File: config.mk
export PLATFORM = sky130hd
export DESIGN_NAME = mem_port_arbiter
export DESIGN_NICKNAME = d
export VERILOG_FILES = /design/src/rtl/mem_port_arbiter_pkg.sv /design/src/rtl/mem_port_arbiter_stall_ctrl.sv /design/src/rtl/mem_port_arbiter.sv
export SDC_FILE = /design/constraint.sdc
export NUM_CORES = 1
export LEC_CHECK = 0
export BUFFER_PORTS_ARGS = -buffer_cell sky130_fd_sc_hd__buf_2
export CORE_MARGIN = 2
export CORE_UTILIZATION = 35
export CTS_BUF_LIST = sky130_fd_sc_hd__clkbuf_8
export DETAILED_ROUTE_END_ITERATION = 10
export PLACE_DENSITY_LB_ADDON = 0.2
export SLEW_MARGIN = 0
export SYNTH_ARGS = -nofsm -noshare
export SYNTH_HDL_FRONTEND = slang
export SYNTH_HIERARCHICAL = 1
export SYNTH_SLANG_ARGS = --single-unit
File: constraint.sdc
create_clock -name CLK -period 1.9 [get_ports CLK]
set_input_delay 0.19 -clock CLK [delete_from_list [all_inputs] [get_ports CLK]]
set_output_delay 0.19 -clock CLK [all_outputs]
set_load 0.02 [all_outputs]
File: src/rtl/mem_port_arbiter_pkg.sv
// Shared configuration for the memory port arbiter: data width, FSM encoding
// and the pipeline stall-vector constants.
package mem_port_arbiter_pkg;

  localparam int DATA_WIDTH = 32;
  localparam logic [DATA_WIDTH-1:0] ZeroWord = '0;

  typedef enum logic [1:0] {
    IDLE     = 2'd0,
    MEM_WAIT = 2'd1,
    IF_WAIT  = 2'd2,
    IF_DROP  = 2'd3
  } arb_state_e;

  // Bit 0 = PC, 1 = IF/ID, 2 = ID/EX, 3 = EX/MEM, 4 = MEM/WB, 5 = WB
  localparam logic [5:0] STALL_NONE = 6'b000000;
  localparam logic [5:0] STALL_IF   = 6'b000011;
  localparam logic [5:0] STALL_ID   = 6'b000111;
  localparam logic [5:0] STALL_MEM  = 6'b011111;

endpackage

File: src/rtl/mem_port_arbiter_stall_ctrl.sv
// Priority encoder turning the pending-request flags into the pipeline
// stall vector; a pending data access outranks a load-use hazard, which outranks fetch.
module stall_ctrl
  import mem_port_arbiter_pkg::*;
(
  input  logic       mem_pending,
  input  logic       id_stall_req,
  input  logic       if_pending,
  output logic [5:0] stall
);

  always_comb begin
    stall = STALL_NONE;
    if (mem_pending) begin
      stall = STALL_MEM;
    end else if (id_stall_req) begin
      stall = STALL_ID;
    end else if (if_pending) begin
      stall = STALL_IF;
    end
  end

endmodule

File: src/rtl/mem_port_arbiter.sv
// Shares the external memory bus between instruction fetch and the MEM stage,
// one transaction at a time with MEM priority, and drives the pipeline stall vector.
module mem_port_arbiter
  import mem_port_arbiter_pkg::*;
(
  input  logic                  CLK,
  input  logic                  RST,

  input  logic                  if_req,
  input  logic [DATA_WIDTH-1:0] if_addr,
  input  logic                  if_flush,
  output logic [DATA_WIDTH-1:0] if_data,
  output logic                  if_done,

  input  logic                  mem_req,
  input  logic                  mem_we,
  input  logic [DATA_WIDTH-1:0] mem_addr,
  input  logic [DATA_WIDTH-1:0] mem_wdata,
  input  logic [3:0]            mem_sel,
  output logic [DATA_WIDTH-1:0] mem_rdata,
  output logic                  mem_done,

  input  logic                  id_stall_req,

  output logic                  bus_req,
  output logic                  bus_we,
  output logic [DATA_WIDTH-1:0] bus_addr,
  output logic [DATA_WIDTH-1:0] bus_wdata,
  output logic [3:0]            bus_sel,
  input  logic                  bus_ack,
  input  logic [DATA_WIDTH-1:0] bus_rdata,

  output logic [5:0]            stall
);

  arb_state_e            state_q, state_d;
  logic                  bus_req_q, bus_req_d;
  logic                  bus_we_q, bus_we_d;
  logic [DATA_WIDTH-1:0] bus_addr_q, bus_addr_d;
  logic [DATA_WIDTH-1:0] bus_wdata_q, bus_wdata_d;
  logic [3:0]            bus_sel_q, bus_sel_d;
  logic [DATA_WIDTH-1:0] if_data_q, if_data_d;
  logic [DATA_WIDTH-1:0] mem_rdata_q, mem_rdata_d;
  logic                  if_done_q, if_done_d;
  logic                  mem_done_q, mem_done_d;

  logic mem_pending;
  logic if_pending;

  // A request whose done pulse is showing this cycle has already been served.
  assign mem_pending = mem_req & ~mem_done_q;
  assign if_pending  = if_req & ~if_done_q & ~if_flush;

  always_comb begin
    state_d     = state_q;
    bus_req_d   = bus_req_q;
    bus_we_d    = bus_we_q;
    bus_addr_d  = bus_addr_q;
    bus_wdata_d = bus_wdata_q;
    bus_sel_d   = bus_sel_q;
    if_data_d   = if_data_q;
    mem_rdata_d = mem_rdata_q;
    if_done_d   = 1'b0;
    mem_done_d  = 1'b0;

    unique case (state_q)
      IDLE: begin
        if (mem_pending) begin
          state_d     = MEM_WAIT;
          bus_req_d   = 1'b1;
          bus_we_d    = mem_we;
          bus_addr_d  = mem_addr;
          bus_wdata_d = mem_wdata;
          bus_sel_d   = mem_sel;
        end else if (if_pending) begin
          state_d     = IF_WAIT;
          bus_req_d   = 1'b1;
          bus_we_d    = 1'b0;
          bus_addr_d  = if_addr;
          bus_wdata_d = ZeroWord;
          bus_sel_d   = 4'hF;
        end
      end

      MEM_WAIT: begin
        if (bus_ack) begin
          state_d     = IDLE;
          bus_req_d   = 1'b0;
          mem_rdata_d = bus_rdata;
          mem_done_d  = 1'b1;
        end
      end

      IF_WAIT: begin
        if (bus_ack) begin
          state_d   = IDLE;
          bus_req_d = 1'b0;
          if (!if_flush) begin
            if_data_d = bus_rdata;
            if_done_d = 1'b1;
          end
        end else if (if_flush) begin
          state_d = IF_DROP;
        end
      end

      // Redirected fetch: let the bus cycle finish, then discard its data.
      IF_DROP: begin
        if (bus_ack) begin
          state_d   = IDLE;
          bus_req_d = 1'b0;
        end
      end

      default: state_d = IDLE;
    endcase
  end

  always_ff @(posedge CLK) begin
    if (RST) begin
      state_q     <= IDLE;
      bus_req_q   <= 1'b0;
      bus_we_q    <= 1'b0;
      bus_addr_q  <= ZeroWord;
      bus_wdata_q <= ZeroWord;
      bus_sel_q   <= 4'h0;
      if_data_q   <= ZeroWord;
      mem_rdata_q <= ZeroWord;
      if_done_q   <= 1'b0;
      mem_done_q  <= 1'b0;
    end else begin
      state_q     <= state_d;
      bus_req_q   <= bus_req_d;
      bus_we_q    <= bus_we_d;
      bus_addr_q  <= bus_addr_d;
      bus_wdata_q <= bus_wdata_d;
      bus_sel_q   <= bus_sel_d;
      if_data_q   <= if_data_d;
      mem_rdata_q <= mem_rdata_d;
      if_done_q   <= if_done_d;
      mem_done_q  <= mem_done_d;
    end
  end

  assign bus_req   = bus_req_q;
  assign bus_we    = bus_we_q;
  assign bus_addr  = bus_addr_q;
  assign bus_wdata = bus_wdata_q;
  assign bus_sel   = bus_sel_q;
  assign if_data   = if_data_q;
  assign mem_rdata = mem_rdata_q;
  assign if_done   = if_done_q;
  assign mem_done  = mem_done_q;

  stall_ctrl u_stall_ctrl (
    .mem_pending  (mem_pending),
    .id_stall_req (id_stall_req),
    .if_pending   (if_pending),
    .stall        (stall)
  );

endmodule
==> results of run 1 <==
## registers in the layout, indices dropped and copies added (netlist names)
signal and count:
bus_addr 32, bus_wdata 32, state_q 2, bus_req 1, bus_sel 4, mem_done 1, bus_we 1, mem_rdata 32
if_done 1, if_data 32
## final cells by class
cell class                 count  area [sq um]
clock buffer                  19           262
sequential                   138          2760
timing repair buffer         364          2280
tap                          211           264
fill                        1459          7100
inverter                       3          13.8
clock inverter                12           173
multi-input combinational    423          2400
## through the flow
stage / instance area [sq um] / setup WS, ns
finish: 8160 / 0.132
CTS: 8150 / 0.0234
global placement: 7080 / 0.309
floorplan: 5490 / 0.0671
detailed placement: 7080 / 0.271
global route: 8160 / 0.0189
## worst max-delay path, cell delays in order, from the launching register on
cell	delay, ns
dfxtp_1	0.33
or3b_4	0.41
inv_4	0.12
or3_1	0.13
buf_2	0.16
## path summary, 6_finish.rpt
kind	end	cells past startpoint	start	slack [ns]
max	stall[0]	4	if_done	0.13
min	bus_sel[3]	3	mem_sel[3]	0.04
max reg2reg	bus_addr[25]	5	state_q[1]	0.31
min reg2reg	if_data[5]	2	if_data[5]	0.45
## cells by family (layout without fill, tap and decap cells)
group                  count (synthesis)  in the layout  share of synthesized area (%)
AOI/OAI and AO/OA                    204            204                           23.4
buffers and inverters                 71            398                           6.43
DFF                                  138            138                           50.3
muxes                                 32             32                           5.83
other                                  1              1                         0.0683
and+or+nand+nor                      186            186                           13.9
## metal layers
layer  share of wire (%)  track usage, %  vias to the layer above
li1                    -               -                     2845
met5                   0               0                        -
met1                  45            25.4                     2608
met2                  45            31.2                      200
met3                 7.2            6.69                       28
met4                 2.3            7.67                        0
## layout by cell type, fill, tap and decap left out, types with 2 or more instances in the layout
cell,synthesis,final
buf_2,23,279
clkbuf_8,0,19
nand2_1,162,162
inv_1,2,3
o211ai_1,33,33
a21oi_1,98,98
bufinv_16,0,4
clkinv_4,0,2
buf_4,7,14
buf_12,0,7
a211oi_1,68,68
mux2i_1,32,32
clkinv_2,1,3
dfxtp_1,138,137
nor2_1,13,12
dlygate4sd3_1,0,64
## report_power, final
part           total, mW  internal, mW  switching, mW
Clock               2.62          1.49           1.13
Sequential          3.15          3.06         0.0861
Combinational       1.35         0.560          0.793
Total               7.13          5.12           2.01
## what timing repair did
| action | CTS | global route |
|---|---|---|
| endpoints found under the setup margin | 2 | 2 |
| resized for setup | 1 | 1 |
| hold buffers | 64 | 0 |
| hold endpoints to repair | 96 | 0 |
==> results.yml, run 1 <==
status:
  outcome: "completed"
cts:
  cts_buffers: 17
  ctsLongestPathBuffers: 2
  cts.sinks: 138
  root_buffer: "clkbuf_8"
  postCtsSetupRepairBufs: 0
  insertion_delay_ns: 0.44
  cts_tree: "built"
  clk_pin_slew_ns: 0.08
  cts_max_level: 4
finish:
  fin_nets: 1087
  layoutNonFillerInstCount: 1170
  syn2layout_area_growth_pct: 48.5
  utilization_pct: 53.4
  drive_above_1_share_pct: 35.5
  antenna_cells: 0
detailed_routing:
  drt_pre_antenna_iters: 4
  antenna_left: 0
  route.detailed.drc: 0
  wire_per_inst_microns: 14.7
  vias_per_cell: 4.86
  via_count: 5681
  drt_wl_total_microns: 17200
  first_iter_violations: 276
worst_setup_path:
  path_max_fanout: 7
  startpoint_type: "flop"
  required_ns: 1.71
  cp_data_arrival_time_ns: 1.58
  endpoint_kind: "primary output"
  worst-setup-path-type: "reg2out"
power:
  finalPower_mw: 7.13
  p_leak_nw: 3.68
  vdd_ir_drop_max_uv: 699
  power_density_nw_per_um2: 874
synthesis:
  synth_edf_count: 0
  syn_area_sq_um: 5490
  synthCells: 632
  synth_warnings: 6
  yosysMostFrequentCell: "nand2_1"
  synth_top_area_share_pct: 50.3
  syn-num-nets: 772
  ys_top_cells_by_count: "nand2_1, dfxtp_1, a21oi_1, a211oi_1, o211ai_1"
  syn_avg_cell_area_sq_um: 8.69
  synth-seq-cells: 138
  async_reset_ff_share_pct: 0
  synth_cell_types: 31
  ys.flop_type: "dfxtp_1"
  yosys.area.top_type: "dfxtp_1"
  synthTopCellsByArea: "dfxtp_1, nand2_1, a211oi_1"
  yosysSeqAreaShare_pct: 50.3
floorplanning:
  core_sq_um: 15300
  dieArea_sq_um: 16700
  die_h_microns: 129
  ios: 282
  start_util_pct: 36.0
  die_w_microns: 129
  placementRows: 45
timing:
  hold_viol: 0
  min_period_ns: 1.77
  tns_ns: 0
  finalClockSkew_ns: 0.0109
  setup_viol: 0
  rsz0062_at_grt: "no"
  hold_slack_ns: 0.0410
  slew_violations: 0
  fmax_mhz: 566
  post-route-period-util_pct: 93.0
run:
  cap_violations: 0
placement:
  placedCellCount: 1075
  gp_congestion: 0.719
  dp_hpwl_microns: 11400
  io_buffers: 280
global_route:
  antenna_found_initial: 0
  grt_pass1_wl_microns: 26400
  grt_pass1_vias: 5234
  grt_remaining_overflow: 0
  grt_usage_pct: 19.9
  grt_max_degree: 61
worst_hold_path:
  hold_class: "in2reg"
Note: power is estimated with default switching activity, not from simulation.
==> run 2, diff against run 1 <==
--- a/config.mk
+++ b/config.mk
@@ -10,7 +10,6 @@
 export CORE_UTILIZATION = 35
 export CTS_BUF_LIST = sky130_fd_sc_hd__clkbuf_8
 export DETAILED_ROUTE_END_ITERATION = 10
-export PLACE_DENSITY_LB_ADDON = 0.2
 export SLEW_MARGIN = 0
 export SYNTH_ARGS = -nofsm -noshare
 export SYNTH_HDL_FRONTEND = slang
==> constraint.sdc (replaced) <==
create_clock -name CLK -period 1.8 [get_ports CLK]
set_input_delay 0.18 -clock CLK [delete_from_list [all_inputs] [get_ports CLK]]
set_output_delay 0.18 -clock CLK [all_outputs]
set_load 0.02 [all_outputs]
==> run 2 against run 1 <==
  * Total power down 0.88%
  * Worst hold slack better by 0.0012 ns
  * Non-clock buffer count up 2
  * Largest power group unchanged
==> results.yml, run 2 (synthesis results as in run 1) <==
status:
  outcome: "completed"
global_route:
  grt_remaining_overflow: 0
  grt_max_degree: 43
  grt_pass1_wl_microns: 27900
  grt_usage_pct: 21.1
  antenna_found_initial: 1
  grt_pass1_vias: 5466
placement:
  dpl_cell_area_sq_um: 7110
  dp_slack_ns: 0.228
  dp_hpwl_microns: 12000
  placedCellCount: 1076
  gp_congestion: 0.759
  io_buffers: 280
worst_setup_path:
  path_delay_family: "simple AND/OR/NAND/NOR gates"
  critPathSlowestCell: "dfxtp_4"
  timing.critical_path.from: "mem_done"
  startpoint_type: "flop"
  reg2reg_depth: 5
  worstSetupPathDepth: 4
  crit-reg2reg-launch: "state_q[1]"
  critPathMaxStageDelay_ns: 0.37
  r2r_slack_ns: 0.27
  crit_chain: "nand2b_4, inv_2, or3_4, buf_2"
  path_max_fanout: 4
  path_buf_inv: 2
  r2r-end: "bus_addr[21]"
  worst-setup-path-type: "reg2out"
  crit_end: "stall[0]"
  cp_data_arrival_time_ns: 1.54
  required_ns: 1.62
  endpoint_kind: "primary output"
timing:
  post-route-period-util_pct: 95.5
  finalClockSkew_ns: 0.0145
  setup_viol: 0
  slew_violations: 0
  min_period_ns: 1.72
  setup_slack_ns: 0.0802
  hold_viol: 0
  rsz0062_at_grt: "no"
  fmax_mhz: 581
  tns_ns: 0
floorplanning:
  core_sq_um: 15300
  placementRows: 45
  dieArea_sq_um: 16700
  die_w_microns: 129
  die_h_microns: 129
  start_util_pct: 36.0
  ios: 282
detailed_routing:
  antenna_left: 0
  route.detailed.drc: 0
  drt_wl_total_microns: 18300
  drt_pre_antenna_iters: 7
  via_count: 5695
  wire_per_inst_microns: 15.6
  vias_per_cell: 4.86
  first_iter_violations: 263
cts:
  clk_pin_slew_ns: 0.07
  cts_tree: "built"
  cts_buffers: 17
  insertion_delay_ns: 0.44
  root_buffer: "clkbuf_8"
  postCtsSetupRepairBufs: 0
  cts_max_level: 4
  cts.sinks: 138
  ctsLongestPathBuffers: 2
finish:
  final_cell_mix: "buf_2, nand2_1, dfxtp_1, a21oi_1, a211oi_1"
  seq_area_sq_um: 2770
  utilization_pct: 53.3
  fill_cells: 1464
  finalInstanceArea_sq_um: 8130
  layout_commonest_cell: "buf_2"
  drive_above_1_share_pct: 35.5
  syn2layout_area_growth_pct: 48.1
  multi_input_area_sq_um: 2410
  layoutNonFillerInstCount: 1173
  fin_nets: 1089
power:
  p_leak_nw: 3.66
  power_density_nw_per_um2: 869
  vdd_ir_drop_max_uv: 584
worst_hold_path:
  hold_class: "in2reg"
run:
  cap_violations: 0
## run 2: cell count changes in the layout (fill, tap and decap cells not counted), sizes merged
| cell | change |
|---|---|
| dlygate4sd3 | +1 |
| buf | +1 |
| bufinv | -4 |
| clkinvlp | +1 |
| clkbuf | +3 |
| diode | +1 |
## run 2: repair_timing
action / in CTS / in global routing
endpoints found under the hold margin: 97 / 0
hold buffers: 65 / 0
endpoints found under the setup margin: 2 / 2
gates resized for setup: 3 / 1
## run 2: area by class of cell
cell class	instances	share of cell area (%)
flip-flops and latches	138	34.0
multi-input cells	423	29.6
repair buffers	366	28.6
clock buffers	22	3.72
well taps	211	3.25
clock inverters	9	0.616
inverters	3	0.154
diodes	1	0.0308
## run 2: worst min-delay path by stage
| stage | slack (ns) | cells after the start | endpoint | startpoint |
|---|---|---|---|---|
| 2_1_floorplan | 0.32 | 2 | if_data[0] | bus_rdata[0] |
| 3_3_place_gp | 0.43 | 3 | bus_wdata[24] | mem_wdata[24] |
| 3_5_place_dp | 0.43 | 3 | bus_wdata[24] | mem_wdata[24] |
| 4_1_cts | 0.009 | 3 | bus_sel[2] | mem_sel[2] |
| 5_1_grt | 0.009 | 3 | bus_sel[2] | mem_sel[2] |
| 6_report | 0.04 | 3 | bus_sel[2] | mem_sel[2] |
## run 2: per-layer routing
| metal | GRT usage (%) | part of all wire, % | vias to the layer above |
|---|---|---|---|
| li1 | - | - | 2842 |
| met1 | 24.5 | 42 | 2621 |
| met2 | 36.5 | 49 | 209 |
| met3 | 6.94 | 7.6 | 23 |
| met4 | 7.03 | 1.7 | 0 |
| met5 | 0 | 0 | - |
## run 2: where the power goes
| part | internal, mW | switching (mW) | leakage [nW] |
|---|---|---|---|
| logic | 0.602 | 0.857 | 2.34 |
| registers | 3.23 | 0.0883 | 1.13 |
| clock network | 1.11 | 1.17 | 0.190 |
| total | 4.95 | 2.12 | 3.66 |
## run 2: worst min-delay path, stage by stage
cell      delay (ns)
buf_2           0.10
nor2_1          0.09
a211oi_1        0.05
## run 2: per-stage QoR
stage	power, mW	hold WS (ns)
final	7.06	0.0422
after global routing	7.40	0.00946
after CTS	7.13	0.00862
after detailed placement	4.74	0.431
after global placement	4.73	0.432
after floorplan	4.20	0.316
